**src/rtl/alu_bank_ctrl_if.sv**
```systemverilog
// CPU-side handshake and replica-bank bus of the redundant ALU bank controller.
// The controller takes the slave view; the CPU/bank side takes the master view.
interface alu_bank_ctrl_if #(
  parameter int NREP = 8
);
  logic                   cpu_req;
  logic [31:0]            cpu_a;
  logic [31:0]            cpu_b;
  logic [2:0]             cpu_alucont;
  logic                   cpu_gnt;
  logic                   cpu_res_valid;
  logic [31:0]            cpu_result;
  logic                   cpu_zero;
  logic [31:0]            bank_a;
  logic [31:0]            bank_b;
  logic [2:0]             bank_alucont;
  logic [NREP*32-1:0]     rep_result;
  logic [NREP-1:0]        rep_zero;
  logic [NREP-1:0]        rep_en;
  logic [3:0]             healthy_cnt;
  logic                   alarm;
  logic                   scrub_busy;

  modport slave (
    input  cpu_req, cpu_a, cpu_b, cpu_alucont, rep_result, rep_zero,
    output cpu_gnt, cpu_res_valid, cpu_result, cpu_zero,
           bank_a, bank_b, bank_alucont, rep_en, healthy_cnt, alarm, scrub_busy
  );

  modport master (
    output cpu_req, cpu_a, cpu_b, cpu_alucont, rep_result, rep_zero,
    input  cpu_gnt, cpu_res_valid, cpu_result, cpu_zero,
           bank_a, bank_b, bank_alucont, rep_en, healthy_cnt, alarm, scrub_busy
  );
endinterface

```
**src/rtl/alu_bank_ctrl.sv**
```systemverilog
// Arbitration, operand issue, majority voting and replica retirement for an N-modular-redundant ALU bank.
// Define ALU_SCRUB_EN to build the background scrub engine that exercises the bank while the CPU is idle.
module alu_bank_ctrl #(
  parameter int NREP         = 8,
  parameter int FAULT_THRESH = 4,
  parameter int SCRUB_IDLE   = 16
) (
  input  logic           clk,
  input  logic           reset,
  alu_bank_ctrl_if.slave bank_if
);
  localparam int         DATA_W   = 32;
  localparam logic [0:0] ST_RUN   = 1'b0;
  localparam logic [0:0] ST_HALT  = 1'b1;
  localparam logic [1:0] TAG_NONE = 2'd0;
  localparam logic [1:0] TAG_CPU  = 2'd1;
  localparam logic [3:0] THRESH   = 4'(FAULT_THRESH);

  // Strict majority over the enabled replicas; a tie resolves to 0.
  function automatic logic majority(input logic [NREP-1:0] bits, input logic [NREP-1:0] en);
    int ones;
    int total;
    ones  = $countones(bits & en);
    total = $countones(en);
    return (2 * ones) > total;
  endfunction

  function automatic logic [3:0] sat_inc(input logic [3:0] v);
    return (v == 4'hF) ? v : v + 4'd1;
  endfunction

  logic [0:0]        state;
  logic              gnt;
  logic              alarm_r;
  logic [1:0]        tag_p1;
  logic [DATA_W-1:0] a_p1;
  logic [DATA_W-1:0] b_p1;
  logic [2:0]        alucont_p1;
  logic [NREP-1:0]   rep_en_r;
  logic [NREP-1:0]   en_nxt;
  logic [3:0]        err_cnt [NREP];
  logic [3:0]        cnt_nxt [NREP];
  logic [DATA_W-1:0] vote_res;
  logic              vote_zero;
  logic              halt_now;
  logic              vld_p2;
  logic [DATA_W-1:0] result_p2;
  logic              zero_p2;

  assign gnt = bank_if.cpu_req && (state == ST_RUN);

`ifdef ALU_SCRUB_EN
  localparam logic [1:0]  TAG_SCRUB = 2'd2;
  localparam logic [31:0] LFSR_POLY = 32'h8020_0003;
  localparam logic [31:0] LFSR_SEED = 32'hACE1_ACE1;
  localparam logic [7:0]  IDLE_MAX  = 8'(SCRUB_IDLE);

  logic [7:0]        idle_cnt;
  logic [31:0]       lfsr;
  logic [2:0]        seq_idx;
  logic              scrub_ok;
  logic [DATA_W-1:0] scrub_a;
  logic [DATA_W-1:0] scrub_b;
  logic [2:0]        scrub_alucont;

  // Scrub op rotation: add, sub, and, or, slt.
  function automatic logic [2:0] seq_op(input logic [2:0] idx);
    case (idx)
      3'd0:    return 3'b010;
      3'd1:    return 3'b110;
      3'd2:    return 3'b000;
      3'd3:    return 3'b001;
      default: return 3'b111;
    endcase
  endfunction

  assign scrub_ok      = (idle_cnt == IDLE_MAX) && !bank_if.cpu_req && (state == ST_RUN);
  assign scrub_a       = lfsr;
  assign scrub_b       = {lfsr[18:0], lfsr[31:19]};
  assign scrub_alucont = seq_op(seq_idx);

  always_ff @(posedge clk or posedge reset) begin
    if (reset) begin
      idle_cnt <= '0;
      lfsr     <= LFSR_SEED;
      seq_idx  <= '0;
    end else begin
      if (bank_if.cpu_req) begin
        idle_cnt <= '0;
      end else if (idle_cnt != IDLE_MAX) begin
        idle_cnt <= idle_cnt + 8'd1;
      end
      if (scrub_ok) begin
        lfsr    <= {1'b0, lfsr[31:1]} ^ (lfsr[0] ? LFSR_POLY : 32'h0);
        seq_idx <= (seq_idx == 3'd4) ? 3'd0 : seq_idx + 3'd1;
      end
    end
  end

  assign bank_if.scrub_busy = (tag_p1 == TAG_SCRUB);
`else
  logic unused_scrub_cfg;
  assign unused_scrub_cfg   = (SCRUB_IDLE == 0);
  assign bank_if.scrub_busy = 1'b0;
`endif

  // Vote stage: combinational over the cycle the op sits in the bank.
  always_comb begin
    logic [NREP-1:0] col;
    vote_res = '0;
    for (int b = 0; b < DATA_W; b++) begin
      col = '0;
      for (int i = 0; i < NREP; i++) begin
        col[i] = bank_if.rep_result[DATA_W*i + b];
      end
      vote_res[b] = majority(col, rep_en_r);
    end
    vote_zero = majority(bank_if.rep_zero, rep_en_r);
  end

  always_comb begin
    en_nxt = rep_en_r;
    for (int i = 0; i < NREP; i++) begin
      cnt_nxt[i] = err_cnt[i];
      if (tag_p1 != TAG_NONE && rep_en_r[i] &&
          (bank_if.rep_result[DATA_W*i +: DATA_W] != vote_res || bank_if.rep_zero[i] != vote_zero)) begin
        cnt_nxt[i] = sat_inc(err_cnt[i]);
        if (cnt_nxt[i] >= THRESH) begin
          en_nxt[i] = 1'b0;
        end
      end
    end
    halt_now = ($countones(en_nxt) < 3);
  end

  always_ff @(posedge clk or posedge reset) begin
    if (reset) begin
      state      <= ST_RUN;
      alarm_r    <= 1'b0;
      rep_en_r   <= '1;
      for (int i = 0; i < NREP; i++) begin
        err_cnt[i] <= '0;
      end
      tag_p1     <= TAG_NONE;
      a_p1       <= '0;
      b_p1       <= '0;
      alucont_p1 <= '0;
      vld_p2     <= 1'b0;
      result_p2  <= '0;
      zero_p2    <= 1'b0;
    end else begin
      // p1 -> p2: retire disagreeing replicas and register the CPU result
      if (tag_p1 != TAG_NONE) begin
        rep_en_r <= en_nxt;
        for (int i = 0; i < NREP; i++) begin
          err_cnt[i] <= cnt_nxt[i];
        end
        if (halt_now) begin
          alarm_r <= 1'b1;
          state   <= ST_HALT;
        end
      end
      vld_p2 <= (tag_p1 == TAG_CPU);
      if (tag_p1 == TAG_CPU) begin
        result_p2 <= vote_res;
        zero_p2   <= vote_zero;
      end

      // issue -> p1: CPU has priority over scrub
      if (gnt) begin
        tag_p1     <= TAG_CPU;
        a_p1       <= bank_if.cpu_a;
        b_p1       <= bank_if.cpu_b;
        alucont_p1 <= bank_if.cpu_alucont;
      end
`ifdef ALU_SCRUB_EN
      else if (scrub_ok) begin
        tag_p1     <= TAG_SCRUB;
        a_p1       <= scrub_a;
        b_p1       <= scrub_b;
        alucont_p1 <= scrub_alucont;
      end
`endif
      else begin
        tag_p1 <= TAG_NONE;
      end
    end
  end

  assign bank_if.cpu_gnt       = gnt;
  assign bank_if.cpu_res_valid = vld_p2;
  assign bank_if.cpu_result    = result_p2;
  assign bank_if.cpu_zero      = zero_p2;
  assign bank_if.bank_a        = a_p1;
  assign bank_if.bank_b        = b_p1;
  assign bank_if.bank_alucont  = alucont_p1;
  assign bank_if.rep_en        = rep_en_r;
  assign bank_if.healthy_cnt   = 4'($countones(rep_en_r));
  assign bank_if.alarm         = alarm_r;
endmodule

```
**src/flat_wrapper.sv**
```systemverilog
// flat-port wrapper written by rule: the top's interface ports become plain ports
module alu_bank_ctrl_flat 
#(
  parameter int NREP         = 8,
  parameter int FAULT_THRESH = 4,
  parameter int SCRUB_IDLE   = 16
)
  (clk, reset, bank_if_cpu_req, bank_if_cpu_a, bank_if_cpu_b, bank_if_cpu_alucont, bank_if_rep_result, bank_if_rep_zero, bank_if_cpu_gnt, bank_if_cpu_res_valid, bank_if_cpu_result, bank_if_cpu_zero, bank_if_bank_a, bank_if_bank_b, bank_if_bank_alucont, bank_if_rep_en, bank_if_healthy_cnt, bank_if_alarm, bank_if_scrub_busy);
  alu_bank_ctrl_if #(.NREP(NREP)) bank_if_i ();
  input  logic clk;
  input  logic reset;
  input wire logic [$bits(bank_if_i.cpu_req)-1:0] bank_if_cpu_req;
  input wire logic [$bits(bank_if_i.cpu_a)-1:0] bank_if_cpu_a;
  input wire logic [$bits(bank_if_i.cpu_b)-1:0] bank_if_cpu_b;
  input wire logic [$bits(bank_if_i.cpu_alucont)-1:0] bank_if_cpu_alucont;
  input wire logic [$bits(bank_if_i.rep_result)-1:0] bank_if_rep_result;
  input wire logic [$bits(bank_if_i.rep_zero)-1:0] bank_if_rep_zero;
  output wire logic [$bits(bank_if_i.cpu_gnt)-1:0] bank_if_cpu_gnt;
  output wire logic [$bits(bank_if_i.cpu_res_valid)-1:0] bank_if_cpu_res_valid;
  output wire logic [$bits(bank_if_i.cpu_result)-1:0] bank_if_cpu_result;
  output wire logic [$bits(bank_if_i.cpu_zero)-1:0] bank_if_cpu_zero;
  output wire logic [$bits(bank_if_i.bank_a)-1:0] bank_if_bank_a;
  output wire logic [$bits(bank_if_i.bank_b)-1:0] bank_if_bank_b;
  output wire logic [$bits(bank_if_i.bank_alucont)-1:0] bank_if_bank_alucont;
  output wire logic [$bits(bank_if_i.rep_en)-1:0] bank_if_rep_en;
  output wire logic [$bits(bank_if_i.healthy_cnt)-1:0] bank_if_healthy_cnt;
  output wire logic [$bits(bank_if_i.alarm)-1:0] bank_if_alarm;
  output wire logic [$bits(bank_if_i.scrub_busy)-1:0] bank_if_scrub_busy;
  assign bank_if_i.cpu_req = bank_if_cpu_req;
  assign bank_if_i.cpu_a = bank_if_cpu_a;
  assign bank_if_i.cpu_b = bank_if_cpu_b;
  assign bank_if_i.cpu_alucont = bank_if_cpu_alucont;
  assign bank_if_i.rep_result = bank_if_rep_result;
  assign bank_if_i.rep_zero = bank_if_rep_zero;
  assign bank_if_cpu_gnt = bank_if_i.cpu_gnt;
  assign bank_if_cpu_res_valid = bank_if_i.cpu_res_valid;
  assign bank_if_cpu_result = bank_if_i.cpu_result;
  assign bank_if_cpu_zero = bank_if_i.cpu_zero;
  assign bank_if_bank_a = bank_if_i.bank_a;
  assign bank_if_bank_b = bank_if_i.bank_b;
  assign bank_if_bank_alucont = bank_if_i.bank_alucont;
  assign bank_if_rep_en = bank_if_i.rep_en;
  assign bank_if_healthy_cnt = bank_if_i.healthy_cnt;
  assign bank_if_alarm = bank_if_i.alarm;
  assign bank_if_scrub_busy = bank_if_i.scrub_busy;
  alu_bank_ctrl #(.NREP(NREP), .FAULT_THRESH(FAULT_THRESH), .SCRUB_IDLE(SCRUB_IDLE)) u_core (.clk(clk), .reset(reset), .bank_if(bank_if_i));
endmodule
```
**config.mk**
```make
export PLATFORM = sky130hd
export DESIGN_NAME = alu_bank_ctrl_flat
export DESIGN_NICKNAME = d
export VERILOG_FILES = /design/src/rtl/alu_bank_ctrl_if.sv /design/src/rtl/alu_bank_ctrl.sv /design/src/flat_wrapper.sv
export SDC_FILE = /design/constraint.sdc
export NUM_CORES = 1
export LEC_CHECK = 0
export ABC_AREA = 1
export ABC_CLOCK_PERIOD_IN_PS = 6530
export CAP_MARGIN = 30
export CELL_PAD_IN_SITES_DETAIL_PLACEMENT = 0
export CELL_PAD_IN_SITES_GLOBAL_PLACEMENT = 2
export CORE_AREA = 2 2 297 299
export CTS_BUF_LIST = sky130_fd_sc_hd__clkbuf_8
export CTS_CLUSTER_SIZE = 28
export DETAILED_ROUTE_END_ITERATION = 16
export DIE_AREA = 0 0 299 301
export PLACE_DENSITY = 0.75
export SLEW_MARGIN = 10
export SYNTH_ARGS = -nofsm -noshare
export SYNTH_HDL_FRONTEND = slang
export SYNTH_SLANG_ARGS = --single-unit
export TNS_END_PERCENT = 10
```
**constraint.sdc**
```tcl
create_clock -name clk -period 6.53 [get_ports clk]
set_input_delay 1.6325 -clock clk [delete_from_list [all_inputs] [get_ports clk]]
set_output_delay 1.6325 -clock clk [all_outputs]
set_load 0.005 [all_outputs]
```
==> results.tsv <==
metric	value	unit
most common cell in the netlist	nand2_1	
CTS HTree Levels	4	
Worst Hold Slack	0.483	ns
Power Dens Cells	69.4	nW/um^2
DR WL/cell	18.7	um
syn_area_per_cell	6.49	sq um
synth unique cells	35	
slew of the pin with the lowest slew margin	0.763	ns
Vias	24378	
gpl congestion	0.906	
final period utilization	117	%
final setup fails	1	
Final ANT Viol Nets	0	
initial antenna violation count	13	
Synth Flop Type	dfrtp_1	
Clock Pin Slew Worst Setup and Hold Paths	0.11	ns
PortBufs	448	
startpoint types	input port	
vias in the first global route	24119	
TritonCTS clock tree	done	
Hold Path Class	flip-flop to flip-flop	
max-slew violations	0	
Async SR Flop Fraction	100	%
Detailed Route WL	105000	um
global route overflow	0	
Max clock buf depth	2	
Die Area	90000	sq um
final instance area	34000	sq um
CP Max Fanout	8	
max-cap violation count	0	
GR Util All Layers	23.2	%
Worst EP required	6.98	ns
R2R Setup Slk	-0.54	ns
Die Ht	301	um
post-synthesis sequential area ratio	16.1	%
post-synthesis instance total	3441	
final hold viol count	0	
Worst Setup Slack, final	-1.14	ns
status	finished, violations left	
area grow syn2layout	52.1	%
synth cell count leaders	nand2_1, inv_1, ha_1	
Hold Buf Count CTS	0	
IO Count	450	
placed standard-cell area	32700	sq um
slowest cell delay on critical path	0.53	ns
largest net degree at the start of global routing	82	
synth top area cells	nand2_1, ha_1, dfrtp_1	
skew final	0.0299	ns
EDFF count, synth	0	
Syn Std Cell Area	22300	sq um
Tot Pwr	2.36	mW
Rel. slew slack	49.1	%
ratio of cells with drive above 1 in the final layout	20.0	%
DRC errors left	0	
post-synthesis net count	4199	
post-detail-place hpwl	89000	um
Iter 0 DRT Violations	1752	
Synth area leader	nand2_1	
CTS root buf	clkbuf_8	
Most common cell on crit path	nand2_1	
top cell type's share of synthesized area	20.8	%
Seq cells post-synth	143	
Slowest-stage cell, CP	fa_1	
RSZ-0062 raised after global routing	yes	
Num Clock Sinks	143	
FILL cells	9290	
Worst Path Arrival	8.11	ns
YS warnings	0	
largest delay contributor family on the critical path	adder cells	
CP Capture Type	flip-flop	
fin crit period	7.67	ns
Row Count	108	
Initial Util	25.8	%
TritonCTS Buffers	17	
Peak VDD IR	0.0819	mV
kind of critical path	input port to flip-flop	
first-pass GRT wire length	153000	um
failing checks	setup timing	
Total Neg Setup Slack	-1.14	ns
Max Clk Rate	130	MHz
Nets	5200	
worst skew pair latency	0.56	ns
leakage power	20.2	nW
DRT Pass-1 Iters	8	
worst path bufs/invs	7	
Die Wd	299	um
CORE AREA	86500	sq um
vias per cell	4.34	
## per-layer routing
metal	global-route usage [%]	vias up	wire length, um
li1	-	12337	-
met3	4.05	157	5730
met2	38.2	602	48100
met1	30.9	11264	47600
met5	0	-	108
met4	7.57	18	3550
## timing repair
| item | 4_1_cts | 5_1_grt |
|---|---|---|
| pin swaps | 70 | 14 |
| buffers inserted | 22 | 2 |
| endpoints found under the setup margin | 1 | 1 |
| gates resized for setup | 201 | 30 |
| cloned | 1 | 0 |
## area by class of cell
class                      instances  area (sq um)  share of cell area [%]
timing repair buffer            1046          9250                    27.2
inverter                         823          3090                    9.11
sequential                       143          3590                    10.6
antenna                            3          7.51                  0.0221
tap                             1155          1450                    4.26
clock inverter                    14           156                   0.461
multi-input combinational       2411         16200                    47.6
clock buffer                      18           248                   0.730
## worst paths after layout
path                                            from                   endpoint  cells past startpoint
hold reg to reg            u_core.bank_if.bank_b[15]  u_core.bank_if.bank_b[15]                      2
setup reg to reg            u_core.bank_if.rep_en[0]       u_core.bank_if.alarm                     34
max in group asynchronous                      reset  u_core.bank_if.bank_b[23]                      4
hold / removal             u_core.bank_if.bank_b[15]  u_core.bank_if.bank_b[15]                      2
min in group asynchronous                      reset  u_core.bank_if.bank_b[29]                      2
setup / recovery              bank_if_rep_result[34]       u_core.bank_if.alarm                     35
## kinds of logic (layout without fill, tap and decap cells)
logic type	count (synthesis)	after routing	share of synthesized area, %
compound gates	122	122	3.14
buf+inv	888	1901	15.1
fa+ha+maj	424	424	28.5
simple gates	1810	1811	35.1
flops	143	143	16.1
other cells	1	4	0.0168
xor+xnor	52	52	2.04
mux	1	1	0.0448
## placed cells by master, fill, tap and decap left out, types with 8 or more instances in the layout
cell type / n
nand2_2: 82
nand2_1: 1172
fa_1: 136
a21oi_1: 31
dfstp_2: 8
nor2_1: 120
nand3_2: 26
o21ai_0: 13
clkdlybuf4s50_1: 381
a21o_1: 8
ha_1: 264
nand3_1: 190
clkbuf_8: 18
xor2_1: 32
nor2_2: 28
inv_1: 807
o21bai_1: 12
buf_12: 24
nand2_4: 16
nand3b_1: 105
nand4_1: 33
o21ai_1: 9
a31oi_1: 25
xnor2_1: 19
ha_4: 14
nor2_4: 31
buf_4: 568
inv_2: 14
a21oi_2: 15
dfrtp_1: 134
dlygate4sd2_1: 61
## through the flow
step                      std cells  setup WS [ns]  utilization [%]
after floorplan                3441         -0.754                -
after global placement         5552          -1.94             37.8
after detailed placement       5552          -1.97             37.8
after CTS                      5607          -1.02             39.1
after global routing           5613          -1.42             39.3
final                          5613          -1.14             39.3
## power by group
group | internal [mW] | switching, mW | leakage [nW] | total (mW)
combinational | 0.337 | 0.293 | 18.2 | 0.630
sequential | 0.885 | 0 | 1.79 | 0.885
clock | 0.357 | 0.484 | 0.210 | 0.841
## tightest hold or removal path, delay by kind of cell (launching register included)
family	cells	cell delay, ns
and+or+nand+nor	2	0.10
DFF	1	0.35
## state kept, by name (all words and copies together) (netlist names), 3 cells and up, named ones only
name / count
u_core.bank_if.rep_en: 8
u_core.err_cnt: 25
u_core.bank_if.bank_a: 32
u_core.bank_if.bank_alucont: 3
u_core.bank_if.cpu_result: 32
u_core.bank_if.bank_b: 32
Note: power is estimated with default switching activity, not from simulation.
